**src/rtl/set_sched_pkg.sv**
```systemverilog
// set_sched_pkg: shared widths, FSM state encodings and defaults for the SET job scheduler
package set_sched_pkg;
  localparam int CENTRAL_W = 24;
  localparam int RADIUS_W = 12;
  localparam int MODE_W = 2;
  localparam int CAND_W = 8;
  localparam int TIMEOUT_CYC_DEF = 1024;
  typedef logic [2:0] state_t;
  localparam state_t S_IDLE = 3'd0;
  localparam state_t S_ISSUE = 3'd1;
  localparam state_t S_WAIT = 3'd2;
  localparam state_t S_RESP = 3'd3;
  localparam state_t S_DRAIN = 3'd4;
endpackage

```
**src/rtl/set_job_scheduler_if.sv**
```systemverilog
// set_job_scheduler_if: requester fabric and SET engine signals seen by the scheduler
interface set_job_scheduler_if import set_sched_pkg::*; #(
  parameter int NREQ = 2,
  parameter int IDW = 1
) ();
  logic [NREQ-1:0] req;
  logic [CENTRAL_W*NREQ-1:0] req_central;
  logic [RADIUS_W*NREQ-1:0] req_radius;
  logic [MODE_W*NREQ-1:0] req_mode;
  logic [NREQ-1:0] gnt;
  logic rsp_valid;
  logic [IDW-1:0] rsp_id;
  logic [CAND_W-1:0] rsp_candidate;
  logic rsp_timeout;
  logic sched_busy;
  logic eng_en;
  logic [CENTRAL_W-1:0] eng_central;
  logic [RADIUS_W-1:0] eng_radius;
  logic [MODE_W-1:0] eng_mode;
  logic eng_busy;
  logic eng_valid;
  logic [CAND_W-1:0] eng_candidate;
  modport master (
    output req, req_central, req_radius, req_mode, eng_busy, eng_valid, eng_candidate,
    input gnt, rsp_valid, rsp_id, rsp_candidate, rsp_timeout, sched_busy,
    input eng_en, eng_central, eng_radius, eng_mode
  );
  modport slave (
    input req, req_central, req_radius, req_mode, eng_busy, eng_valid, eng_candidate,
    output gnt, rsp_valid, rsp_id, rsp_candidate, rsp_timeout, sched_busy,
    output eng_en, eng_central, eng_radius, eng_mode
  );
endinterface

```
**src/rtl/set_job_scheduler_rr_arbiter.sv**
```systemverilog
// rr_arbiter: combinational round-robin pick of the first request after the last winner
module rr_arbiter #(
  parameter int NREQ = 2,
  parameter int IDW = 1
) (
  input  logic [NREQ-1:0] i_req,
  input  logic [IDW-1:0]  i_last,
  output logic [NREQ-1:0] o_gnt,
  output logic [IDW-1:0]  o_idx,
  output logic            o_any
);
  logic [IDW-1:0] w_j;
  always_comb begin
    o_gnt = '0;
    o_idx = '0;
    o_any = 1'b0;
    w_j = '0;
    for (int k = 1; k <= NREQ; k++) begin
      w_j = IDW'((int'(i_last) + k) % NREQ);
      if (!o_any && i_req[w_j]) begin
        o_any = 1'b1;
        o_idx = w_j;
        o_gnt[w_j] = 1'b1;
      end
    end
  end
endmodule

```
**src/rtl/set_job_scheduler.sv**
```systemverilog
// set_job_scheduler: round-robin sharing of one SET engine with watchdog and drain
module set_job_scheduler import set_sched_pkg::*; #(
  parameter int NREQ = 2,
  parameter int IDW = 1,
  parameter int TIMEOUT_CYC = TIMEOUT_CYC_DEF,
  parameter int TW = 11
) (
  input logic clk,
  input logic rst,
  set_job_scheduler_if.slave bus
);
  state_t r_state, w_next;
  logic [IDW-1:0] r_last, r_id, w_idx;
  logic [CENTRAL_W-1:0] r_central;
  logic [RADIUS_W-1:0] r_radius;
  logic [MODE_W-1:0] r_mode;
  logic [CAND_W-1:0] r_cand;
  logic r_timeout;
  logic [TW-1:0] r_wd;
  logic [NREQ-1:0] w_gnt;
  logic w_any, w_grant, w_tc;
  rr_arbiter #(.NREQ(NREQ), .IDW(IDW)) u_arb (
    .i_req(bus.req),
    .i_last(r_last),
    .o_gnt(w_gnt),
    .o_idx(w_idx),
    .o_any(w_any)
  );
  // rst gates the grant so nothing is accepted while reset is held
  assign w_grant = rst && r_state == S_IDLE && w_any && !bus.eng_busy;
  assign w_tc = r_wd == TW'(TIMEOUT_CYC - 1);
  always_comb begin
    w_next = r_state == S_IDLE  ? (w_grant ? S_ISSUE : S_IDLE) :
             r_state == S_ISSUE ? S_WAIT :
             r_state == S_WAIT  ? ((bus.eng_valid || w_tc) ? S_RESP : S_WAIT) :
             r_state == S_RESP  ? (r_timeout ? S_DRAIN : S_IDLE) :
             r_state == S_DRAIN ? ((!bus.eng_busy && !bus.eng_valid) ? S_IDLE : S_DRAIN) :
             S_IDLE;
  end
  always_ff @(posedge clk or negedge rst) begin
    if (!rst) begin
      r_state <= S_IDLE;
      r_last <= IDW'(NREQ - 1);
      r_id <= '0;
      r_central <= '0;
      r_radius <= '0;
      r_mode <= '0;
      r_cand <= '0;
      r_timeout <= 1'b0;
      r_wd <= '0;
    end else begin
      r_state <= w_next;
      if (w_grant) begin
        r_central <= bus.req_central[w_idx*CENTRAL_W +: CENTRAL_W];
        r_radius <= bus.req_radius[w_idx*RADIUS_W +: RADIUS_W];
        r_mode <= bus.req_mode[w_idx*MODE_W +: MODE_W];
        r_id <= w_idx;
        r_last <= w_idx;
      end
      if (r_state == S_ISSUE) r_wd <= '0;
      else if (r_state == S_WAIT && r_wd != '1) r_wd <= r_wd + 1'b1;
      // a result arriving on the terminal-count cycle beats the watchdog
      if (r_state == S_WAIT && bus.eng_valid) begin
        r_cand <= bus.eng_candidate;
        r_timeout <= 1'b0;
      end else if (r_state == S_WAIT && w_tc) begin
        r_cand <= '0;
        r_timeout <= 1'b1;
      end
    end
  end
  assign bus.gnt = w_grant ? w_gnt : '0;
  assign bus.eng_en = r_state == S_ISSUE;
  assign bus.rsp_valid = r_state == S_RESP;
  assign bus.sched_busy = r_state != S_IDLE;
  assign bus.rsp_id = r_id;
  assign bus.rsp_candidate = r_cand;
  assign bus.rsp_timeout = r_timeout;
  assign bus.eng_central = r_central;
  assign bus.eng_radius = r_radius;
  assign bus.eng_mode = r_mode;
endmodule

```
**src/flat_wrapper.sv**
```systemverilog
// flat-port wrapper written by rule: the top's interface ports become plain ports
module set_job_scheduler_flat import set_sched_pkg::*;
#(
  parameter int NREQ = 2,
  parameter int IDW = 1,
  parameter int TIMEOUT_CYC = TIMEOUT_CYC_DEF,
  parameter int TW = 11
)
  (clk, rst, bus_req, bus_req_central, bus_req_radius, bus_req_mode, bus_eng_busy, bus_eng_valid, bus_eng_candidate, bus_gnt, bus_rsp_valid, bus_rsp_id, bus_rsp_candidate, bus_rsp_timeout, bus_sched_busy, bus_eng_en, bus_eng_central, bus_eng_radius, bus_eng_mode);
  set_job_scheduler_if #(.NREQ(NREQ), .IDW(IDW)) bus_i ();
  input logic clk;
  input logic rst;
  input wire logic [$bits(bus_i.req)-1:0] bus_req;
  input wire logic [$bits(bus_i.req_central)-1:0] bus_req_central;
  input wire logic [$bits(bus_i.req_radius)-1:0] bus_req_radius;
  input wire logic [$bits(bus_i.req_mode)-1:0] bus_req_mode;
  input wire logic [$bits(bus_i.eng_busy)-1:0] bus_eng_busy;
  input wire logic [$bits(bus_i.eng_valid)-1:0] bus_eng_valid;
  input wire logic [$bits(bus_i.eng_candidate)-1:0] bus_eng_candidate;
  output wire logic [$bits(bus_i.gnt)-1:0] bus_gnt;
  output wire logic [$bits(bus_i.rsp_valid)-1:0] bus_rsp_valid;
  output wire logic [$bits(bus_i.rsp_id)-1:0] bus_rsp_id;
  output wire logic [$bits(bus_i.rsp_candidate)-1:0] bus_rsp_candidate;
  output wire logic [$bits(bus_i.rsp_timeout)-1:0] bus_rsp_timeout;
  output wire logic [$bits(bus_i.sched_busy)-1:0] bus_sched_busy;
  output wire logic [$bits(bus_i.eng_en)-1:0] bus_eng_en;
  output wire logic [$bits(bus_i.eng_central)-1:0] bus_eng_central;
  output wire logic [$bits(bus_i.eng_radius)-1:0] bus_eng_radius;
  output wire logic [$bits(bus_i.eng_mode)-1:0] bus_eng_mode;
  assign bus_i.req = bus_req;
  assign bus_i.req_central = bus_req_central;
  assign bus_i.req_radius = bus_req_radius;
  assign bus_i.req_mode = bus_req_mode;
  assign bus_i.eng_busy = bus_eng_busy;
  assign bus_i.eng_valid = bus_eng_valid;
  assign bus_i.eng_candidate = bus_eng_candidate;
  assign bus_gnt = bus_i.gnt;
  assign bus_rsp_valid = bus_i.rsp_valid;
  assign bus_rsp_id = bus_i.rsp_id;
  assign bus_rsp_candidate = bus_i.rsp_candidate;
  assign bus_rsp_timeout = bus_i.rsp_timeout;
  assign bus_sched_busy = bus_i.sched_busy;
  assign bus_eng_en = bus_i.eng_en;
  assign bus_eng_central = bus_i.eng_central;
  assign bus_eng_radius = bus_i.eng_radius;
  assign bus_eng_mode = bus_i.eng_mode;
  set_job_scheduler #(.NREQ(NREQ), .IDW(IDW), .TIMEOUT_CYC(TIMEOUT_CYC), .TW(TW)) u_core (.clk(clk), .rst(rst), .bus(bus_i));
endmodule
```
**config.mk**
```make
export PLATFORM = sky130hd
export DESIGN_NAME = set_job_scheduler_flat
export DESIGN_NICKNAME = d
export VERILOG_FILES = /design/src/rtl/set_sched_pkg.sv /design/src/rtl/set_job_scheduler_if.sv /design/src/rtl/set_job_scheduler_rr_arbiter.sv /design/src/rtl/set_job_scheduler.sv /design/src/flat_wrapper.sv
export SDC_FILE = /design/constraint.sdc
export NUM_CORES = 1
export LEC_CHECK = 0
export ABC_AREA = 1
export BUFFER_PORTS_ARGS = -buffer_cell sky130_fd_sc_hd__buf_4
export CORE_ASPECT_RATIO = 2
export CORE_MARGIN = 8
export CORE_UTILIZATION = 40
export DETAILED_ROUTE_END_ITERATION = 8
export PLACE_DENSITY = 0.81
export SYNTH_ARGS = -nofsm -noshare
export SYNTH_HDL_FRONTEND = slang
export SYNTH_SLANG_ARGS = --single-unit
```
**constraint.sdc**
```tcl
create_clock -name clk -period 2 [get_ports clk]
set_input_delay 0.4 -clock clk [delete_from_list [all_inputs] [get_ports clk]]
set_output_delay 0.4 -clock clk [all_outputs]
set_load 0.03 [all_outputs]
```
==> results.cfg, run 1 <==
[outcome]
status = completed

[yosys]
postSynthCellCount = 447
syn_area_sq_mm = 0.003202
synth_cell_types = 24
syn_area_per_cell_sq_um = 7.163
yosysTopAreaCell = dfrtp_1
synth_common_cells = 248 x nand2_1, 62 x dfrtp_1, 60 x nand3_1, 14 x nor2_1, 12 x inv_1
synth.top_cells.by_area = dfrtp_1 48%, nand2_1 29%, nand3_1 9.4%
synth_seq_area_share_pct = 49.28
yosysTopAreaCellShare_pct = 48.46
yosysMostFrequentCell = nand2_1
yosys_warnings = 0
ys.flop_type = dfrtp_1
synth_async_sr_flop_share_pct = 100.0
ys_ff_latch = 63
syn_nets = 538
synth_edf_count = 0

[route]
final_antenna_net_count = 0
wl_per_cell_um = 13.54
initialDrtViolationCount = 121
drc = 0
routed_wl_mm = 9.372
vias_per_cell = 4.772
firstDrtPassIters = 4
route.vias.total = 3302

[grt]
grt_pass1_vias = 3242
antenna_found_initial = 0
grt-ovfl-total = 0
grt.total_usage_pct = 17.07
grt_pass1_wl_mm = 15.32
grt_max_degree = 64

[critical_path]
crit_required_ps = 1600
cpPeakStageDelay_ps = 430
path_cells = inv_2 > nand3_4 > nor3_4 > o21ai_4 > nor2_2 > buf_6
end_kind = primary output
worstPathArrival_ps = 1530
reg2regPathDepth = 6
crit_fanout = 4
r2r_slack_ps = 230
slowest_stage = dfrtp_2
r2r_start = u_core.r_wd[0]$_DFFE_PN0P_
worstSetupPathType = reg -> out
startpoint_type = flop
rr_endpoint = u_core.bus.rsp_candidate[4]$_DFFE_PN0P_

[clock_tree]
path_clk_slew_ps = 50
cts_buffer_depth = 2
root_buffer = clkbuf_16
clk-insertion-delay-late_ps = 330
h-tree-depth = 3
numClockSinks = 63
cts_buffers = 9
cts_tree = yes

[power]
p_leak_nw = 2.697
ir_worst_vdd_v = 0.0009713
cellPowerDensity_mw_per_mm2 = 1459

[place]
pre_cts_ws_ps = 248.6
hpwl_mm = 7.057
dp_cells = 673
portBuffers = 142
gp_congestion = 0.8046

[finish]
fin_util_pct = 60.01
fin_nets = 684
area_delta_synth_final_pct = 46.70
nFillCells = 727
n_antenna_cell = 0
final_cells = 692
drive_gt1_share_pct = 30.87

[sta]
setup_viol = 0
min_period_over_period_pct = 96.53
finalSetupTns_ps = 0
slew_headroom_pct = 47.91
fmaxAchievable_mhz = 518.0
rsz0062_at_grt = true
hold_violations = 0
fin_skew_ps = 4.631
final_max_slew_viol_count = 0
setup_ws_ps = 69.32
worst_slew_pin_slew_ps = 781.4
min_period_ps = 1931

[min_path]
hold_path.class = in -> async

[floorplan]
core_sq_mm = 0.007828
die_x_um = 79.27
dieArea_sq_mm = 0.01130
num_rows = 46
ioPinCount = 143
die_h_um = 142.5
initial_utilization_pct = 40.90

[job]
drv_cap = 0
through the flow:
step	total power [mW]	hold WS, ps	area (sq um)
after floorplan	4.117	104.4	3204
after global placement	5.400	458.3	4370
after detailed placement	5.466	466.0	4370
after CTS	6.901	256.9	4642
after global routing	7.316	278.7	4697
final	6.854	230.6	4697
what timing repair did:
action,CTS,global route
resized for setup,1,4
hold buffers,0,0
buffers inserted,0,5
endpoints found under the hold margin,0,0
endpoints found under the setup margin,1,2
pin swaps,0,4
sequential cells by signal, indices dropped and copies added (netlist names):
signal,flops
u_core.bus.eng_mode,2
u_core.bus.rsp_candidate,8
u_core.bus.eng_radius,12
u_core.bus.rsp_timeout,1
u_core.r_last,1
u_core.r_wd,11
u_core.bus.eng_central,24
u_core.r_state,3
u_core.bus.rsp_id,1
critical path, delay by kind of cell (launching register included):
kind / cells / cell delay, ps
flip-flops: 1 / 430
AND/OR/NAND/NOR: 3 / 450
AO/OA/AOI/OAI: 1 / 90
buffers and inverters: 2 / 230
cell families after synthesis:
logic type	share of synthesized area, %
adder cells (fa/ha/maj)	0.3907
flip-flops	49.28
AO/OA/AOI/OAI	1.563
buffers and inverters	5.705
AND/OR/NAND/NOR	42.52
XOR/XNOR	0.5472
report_power, final:
part	total, mW	switching [mW]	internal, mW
Combinational	3.32	2.12	1.20
Clock	1.39	0.498	0.888
Sequential	2.15	0.329	1.82
final cells by class:
cell class	count	area, sq um	share of cell area [%]
Clock inverter	1	5.005	0.1066
Timing Repair Buffer	157	1195	25.44
Inverter	18	67.56	1.438
Tap cell	96	120.1	2.557
Clock buffer	13	260.3	5.541
Multi-Input combinational cell	344	1470	31.30
Sequential cell	63	1579	33.62
metal layers:
| layer | part of all wire, % | routed length (um) | GRT usage, % |
|---|---|---|---|
| met2 | 43 | 4006 | 24.16 |
| met1 | 43 | 4070 | 21.00 |
| met4 | 1.7 | 161 | 6.981 |
| met5 | 0 | 0 | 0 |
| met3 | 12 | 1133 | 9.051 |
how the worst max path moves through the flow:
stage,from,endpoint,slack [ps]
floorplan,u_core.r_state[2]$_DFF_PN0_,bus_gnt[0],110
global placement,u_core.r_wd[0]$_DFFE_PN0P_,u_core.bus.rsp_candidate[0]$_DFFE_PN0P_,330
detailed placement,u_core.r_wd[0]$_DFFE_PN0P_,u_core.bus.rsp_candidate[4]$_DFFE_PN0P_,250
CTS,u_core.r_state[2]$_DFF_PN0_,bus_gnt[1],20
global route,u_core.r_state[2]$_DFF_PN0_,bus_gnt[0],-40
finish,u_core.r_state[2]$_DFF_PN0_,bus_gnt[0],70
layout by cell type (no fill, tap or decap):
cell type	n
nand2_1	248
nand3_1	59
buf_4	155
xor2_1	2
clkbuf_1	2
nand3_2	1
ha_1	1
o2111ai_1	1
nor3_2	1
inv_2	5
inv_1	12
buf_6	1
dfrtp_2	1
clkinv_2	1
nor3_1	2
clkinv_1	1
clkbuf_16	9
nand3_4	1
dfrtp_1	61
nand4_1	4
nor2_1	13
nor2_2	1
or2_2	2
o21ai_0	3
o21ai_4	1
a21oi_1	2
nor3_4	1
dfstp_2	1
a21o_1	1
buf_12	1
clkbuf_8	2
Note: power is estimated with default switching activity, not from simulation.
==> run 2: changes to the inputs <==
Settings changed: ABC_AREA 1 to unset, PLACE_DENSITY 0.81 to 0.82.
==> run 2 against run 1 <==
Synthesized cell count decreased by 39%. The flow now finishes with violations (setup timing). Sequential power about the same. Critical path depth decreased by 2. Sequential share of layout area increased by 1.3 points. Sequential cell count unchanged. Clock power increased by 13%. Die area decreased by 7.3%. Largest cell class unchanged. Critical path type unchanged. Clock skew increased by 1.1 ps. Register-to-register slack got worse by 150 ps. First-iteration DRC count increased by 0.83%. Routed wire length decreased by 10%.
==> results.cfg, run 2 <==
[outcome]
status = finished, violations left
violations = setup timing

[floorplan]
num_rows = 44
dieArea_sq_mm = 0.01047
core_sq_mm = 0.007157
die_h_um = 136.9
initial_utilization_pct = 40.86
ioPinCount = 143
die_x_um = 76.46

[place]
pre_cts_ws_ps = 180.7
dp_cells = 504
hpwl_mm = 6.431
portBuffers = 142
gp_congestion = 0.7845

[finish]
drive_gt1_share_pct = 42.46
nFillCells = 602
multi_input_area_sq_mm = 0.001295
fin_nets = 517
mostFrequentLayoutCells = 152 x buf_4, 62 x dfrtp_1, 42 x nor2_1, 41 x a21oi_1, 40 x mux2i_1
final_cells = 523
largest_reg_flops = 24
fin_util_pct = 63.16
area_delta_synth_final_pct = 54.60
seq_area_sq_mm = 0.001578
n_antenna_cell = 0
layout_commonest_cell = buf_4

[min_path]
min_to = u_core.bus.rsp_timeout$_DFFE_PN0P_
worstHoldPathCells = 2
hold_start = bus_eng_valid
hold_path.class = in -> reg

[route]
routed_wl_mm = 8.419
firstDrtPassIters = 6
initialDrtViolationCount = 122
drc = 0
route.vias.total = 2694
final_antenna_net_count = 0
vias_per_cell = 5.151
wl_per_cell_um = 16.10

[sta]
min_period_ps = 2072
fmaxAchievable_mhz = 482.7
min_period_over_period_pct = 103.6
worst_slew_pin_slew_ps = 764.7
slew_headroom_pct = 49.02
setup_ws_ps = -71.70
fin_skew_ps = 5.738
rsz0062_at_grt = true
hold_violations = 0
setup_viol = 2
final_max_slew_viol_count = 0
finalSetupTns_ps = -117.9

[grt]
grt-ovfl-total = 0
grt_pass1_vias = 2759
met1_usage_pct = 20.18
busiest_layer = met2
grt_max_degree = 64
antenna_found_initial = 0
use_met2_pct = 23.67
use_met3_pct = 7.895
grt.total_usage_pct = 16.27
grt_pass1_wl_mm = 13.68

[job]
drv_cap = 0

[clock_tree]
cts_buffer_depth = 2
cts_tree = yes
hold_buffers = 0
root_buffer = clkbuf_16
cts_buffers = 9
path_clk_slew_ps = 50
clk-insertion-delay-late_ps = 320
numClockSinks = 63
h-tree-depth = 3

[critical_path]
r2r_slack_ps = 80
path_cells = or3_4 > nor3b_4 > and3b_1 > buf_6
cpPeakStageDelay_ps = 410
slowest_stage = or3_4
worstPathArrival_ps = 1670
r2r_start = u_core.r_state[2]$_DFF_PN0_
reg2regPathDepth = 7
end_kind = primary output
worstSetupPathType = reg -> out
rr_endpoint = u_core.bus.eng_central[23]$_DFFE_PN0P_
crit_required_ps = 1600
crit_fanout = 3
startpoint_type = flop

[yosys]
yosys_warnings = 0
synth_edf_count = 0
yosysTopAreaCellShare_pct = 53.06
ys.flop_type = dfrtp_1
ys_ff_latch = 63
synth_async_sr_flop_share_pct = 100.0
synth.top_cells.by_area = dfrtp_1 53%, mux2i_1 14%, a21oi_1 7.0%
synth_cell_types = 42
syn_area_sq_mm = 0.002924
yosysMostFrequentCell = dfrtp_1
syn_nets = 363
syn_area_per_cell_sq_um = 10.75
synth_common_cells = 62 x dfrtp_1, 42 x nor2_1, 41 x a21oi_1, 40 x mux2i_1, 10 x nand2_1
postSynthCellCount = 272
synth_seq_area_share_pct = 53.96
yosysTopAreaCell = dfrtp_1

[power]
p_leak_nw = 2.205
ir_worst_vdd_v = 0.001008
fin_total_pwr_mw = 6.938
cellPowerDensity_mw_per_mm2 = 1535
## run 2: changes by cell type after synthesis, sizes merged, moves of 3 or more
cell and change:
o31ai +4, a21oi +39, a22o +8, o211ai +4, or3 +4, mux2i +40
clkbuf -5, nor2 +28, nand2 -238, nand3 -56, o311ai +3, buf -3
inv -15, and2 +3
## run 2: timing repair
action | 4_1_cts | 5_1_grt
pin swaps | 3 | 4
gates resized for setup | 3 | 5
endpoints found under the setup margin | 3 | 11
setup buffers | 1 | 2
## run 2: critical path: cells and delay by family, from the launching register on
kind	cells	cell delay (ps)
buffers and inverters	1	130
DFF	1	380
and+or+nand+nor	3	840
## run 2: power by group
group	leakage (nW)	internal [mW]	switching, mW
clock	0.156	1.06	0.514
sequential	0.745	1.81	0.324
combinational	1.30	1.32	1.91
## run 2: cell type report
type                    instances  share of cell area [%]
flip-flops and latches         63                   34.90
multi-input cells             193                   28.65
repair buffers                157                   26.88
clock buffers                  13                   5.978
well taps                      92                   2.546
clock inverters                 3                  0.8857
inverters                       2                  0.1661
## run 2: worst max-delay path by stage
stage	from	to	slack (ps)
2_1_floorplan	u_core.r_state[0]$_DFF_PN0_	bus_gnt[1]	110
3_3_place_gp	u_core.r_state[1]$_DFF_PN0_	bus_gnt[0]	220
3_5_place_dp	u_core.r_state[1]$_DFF_PN0_	bus_gnt[1]	180
4_1_cts	u_core.r_state[0]$_DFF_PN0_	bus_gnt[1]	-70
5_1_grt	u_core.r_state[2]$_DFF_PN0_	bus_gnt[0]	-140
6_report	u_core.r_state[2]$_DFF_PN0_	bus_gnt[0]	-70
## run 2: through the flow
stage	instance area [sq um]	hold slack, ps
final	4521	265.7
after detailed placement	4160	491.8
after global placement	4160	461.0
after floorplan	2924	104.4
after CTS	4489	253.3
after global routing	4521	270.5
## run 2: cells by family after synthesis
kind of cell | Yosys count | synth area share (%)
buffers and inverters | 16 | 2.696
adders and majority gates | 1 | 0.4278
muxes | 40 | 13.69
DFF | 63 | 53.96
and+or+nand+nor | 80 | 13.99
AOI/OAI and AO/OA | 72 | 15.23
## run 2: metal layers
layer,vias to the layer above,wire length (um)
met5,-,0
met4,0,99
met3,11,932
met1,1247,3777
li1,1294,-
met2,142,3609
==> run 3: changes to the inputs <==
Settings changed: CELL_PAD_IN_SITES_DETAIL_PLACEMENT set to 1, CELL_PAD_IN_SITES_GLOBAL_PLACEMENT set to 1, CORE_UTILIZATION 40 to 34, PLACE_DENSITY 0.82 to 0.91.
==> run 3 against run 2 <==
The run still ends with setup timing left. Total power decreased by 1.5%. Global-route usage fell by 0.58 points. Die area up 15%. Routed wire length is 16% higher. First-iteration DRC count shrank 59%. Largest cell class unchanged. Highest routed layer unchanged.
==> results.cfg, run 3 (synthesized netlist as in run 2, its figures left out) <==
[place]
placed_area_sq_mm = 0.004163
gp_congestion = 0.7559
dp_cells = 511
hpwl_mm = 7.073
portBuffers = 142

[clock_tree]
hold_buffers = 0
cts_buffer_depth = 2
cts_buffers = 9
h-tree-depth = 3
numClockSinks = 63
path_clk_slew_ps = 50
root_buffer = clkbuf_16
cts_tree = yes
clk-insertion-delay-late_ps = 330

[sta]
min_period_ps = 2085
fin_skew_ps = 6.766
setup_viol = 2
hold_ws_ps = 80.91
setup_ws_ps = -85.16
rsz0062_at_grt = true
worst_slew_pin_slew_ps = 644.4
final_max_slew_viol_count = 0
finalSetupTns_ps = -142.4
slew_headroom_pct = 56.75
hold_violations = 0
min_period_over_period_pct = 104.3
fmaxAchievable_mhz = 479.6

[power]
p_comb_share_pct = 47.7
ir_worst_vdd_v = 0.0007346
p_switching_mw = 2.808
p_leak_nw = 2.204
pwr-share-clk_pct = 20.8
p_seq_share_pct = 31.5
cellPowerDensity_mw_per_mm2 = 1507
p_sw_share_pct = 41.08
intPower_mw = 4.028

[route]
final_antenna_net_count = 0
route.vias.total = 2755
route.met2.wl_mm = 4.326
wl_per_cell_um = 18.28
vias_per_cell = 5.169
dr_wl_met3_mm = 1.294
firstDrtPassIters = 4
initialDrtViolationCount = 50
topRoutingLayerUsed = met4
wl_met1_mm = 3.939
drc = 0
routed_wl_mm = 9.745

[critical_path]
startpoint_type = flop
end_kind = primary output
slowest_stage = or3_4
worstSetupPathType = reg -> out
path_cells = or3_4 > nor3b_4 > and3b_1 > buf_6
worstPathArrival_ps = 1690
crit_required_ps = 1600
cpPeakStageDelay_ps = 410
crit_fanout = 3

[floorplan]
dieArea_sq_mm = 0.01200
num_rows = 48
die_h_um = 147.2
initial_utilization_pct = 34.53
ioPinCount = 143
core_sq_mm = 0.008468
die_x_um = 81.58

[outcome]
violations = setup timing
status = finished, violations left

[finish]
finalInstanceArea_sq_mm = 0.004537
n_antenna_cell = 0
fin_nets = 521
largest_reg_flops = 24
area_delta_synth_final_pct = 55.16
layout_commonest_cell = buf_4
drive_gt1_share_pct = 42.96
fin_util_pct = 53.58
final_cells = 533
nFillCells = 934
mostFrequentLayoutCells = 155 x buf_4, 61 x dfrtp_1, 42 x nor2_1, 41 x a21oi_1, 40 x mux2i_1

[grt]
grt_pass1_vias = 3010
grt_pass1_wl_mm = 14.70
grt_max_degree = 77
grt-ovfl-total = 0
grt.total_usage_pct = 15.69
antenna_found_initial = 0

[min_path]
hold_path.class = in -> async

[job]
drv_cap = 0
## run 3: repair_timing
action                     CTS  global route
setup endpoints to repair    3            16
gates resized for setup      7             3
pin swaps                    4             2
buffers inserted             5             1
cloned                       0             2
## run 3: cell type report
type	instances	area [sq um]	share of cell area (%)
flip-flops and latches	63	1579	34.80
repair buffers	161	1257	27.72
clock buffers	11	252.7	5.571
inverters	2	7.507	0.1655
multi-input cells	193	1295	28.54
well taps	100	125.1	2.758
clock inverters	3	20.02	0.4413
## run 3: stage by stage
stage          total power, mW  setup WS [ps]
4_1_cts                  6.893         -119.2
3_3_place_gp             5.240          95.16
5_1_grt                  7.250         -160.7
3_5_place_dp             5.348          52.18
6_report                 6.836         -85.16
2_1_floorplan            4.003          107.9
## run 3: worst max-delay path, delay by kind of cell, from the launching register on
family        cells  cell delay (ps)
buf+inv           1              130
flops             1              380
simple gates      3              850
## run 3: power by group through the flow
stage,Sequential [mW],Combinational (mW),Clock (mW)
floorplan,3.04,0.960,0
global placement,2.13,3.11,0
detailed placement,2.17,3.18,0
CTS,2.16,3.27,1.46
global route,2.23,3.51,1.50
finish,2.16,3.26,1.42
## run 3: metal layers
layer  vias to the layer above  global-route usage [%]
met3                        14                   9.241
met4                         0                   6.018
met2                       141                   22.83
met5                         -                       0
met1                      1307                   18.31
li1                       1293                       -
## run 3: path summary, 6_finish.rpt
check / from / end / slack [ps] / depth (start not counted)
min reg2reg: u_core.bus.rsp_id$_DFFE_PN0P_ / u_core.bus.rsp_id$_DFFE_PN0P_ / 500 / 1
max in group asynchronous: rst / u_core.r_state[1]$_DFF_PN0_ / 1400 / 2
max reg2reg: u_core.r_state[2]$_DFF_PN0_ / u_core.bus.eng_central[5]$_DFFE_PN0P_ / 80 / 7
max: u_core.r_state[2]$_DFF_PN0_ / bus_gnt[0] / -90 / 4
min in group clk: bus_eng_candidate[2] / u_core.bus.rsp_candidate[2]$_DFFE_PN0P_ / 290 / 2
min: rst / u_core.bus.rsp_id$_DFFE_PN0P_ / 80 / 2
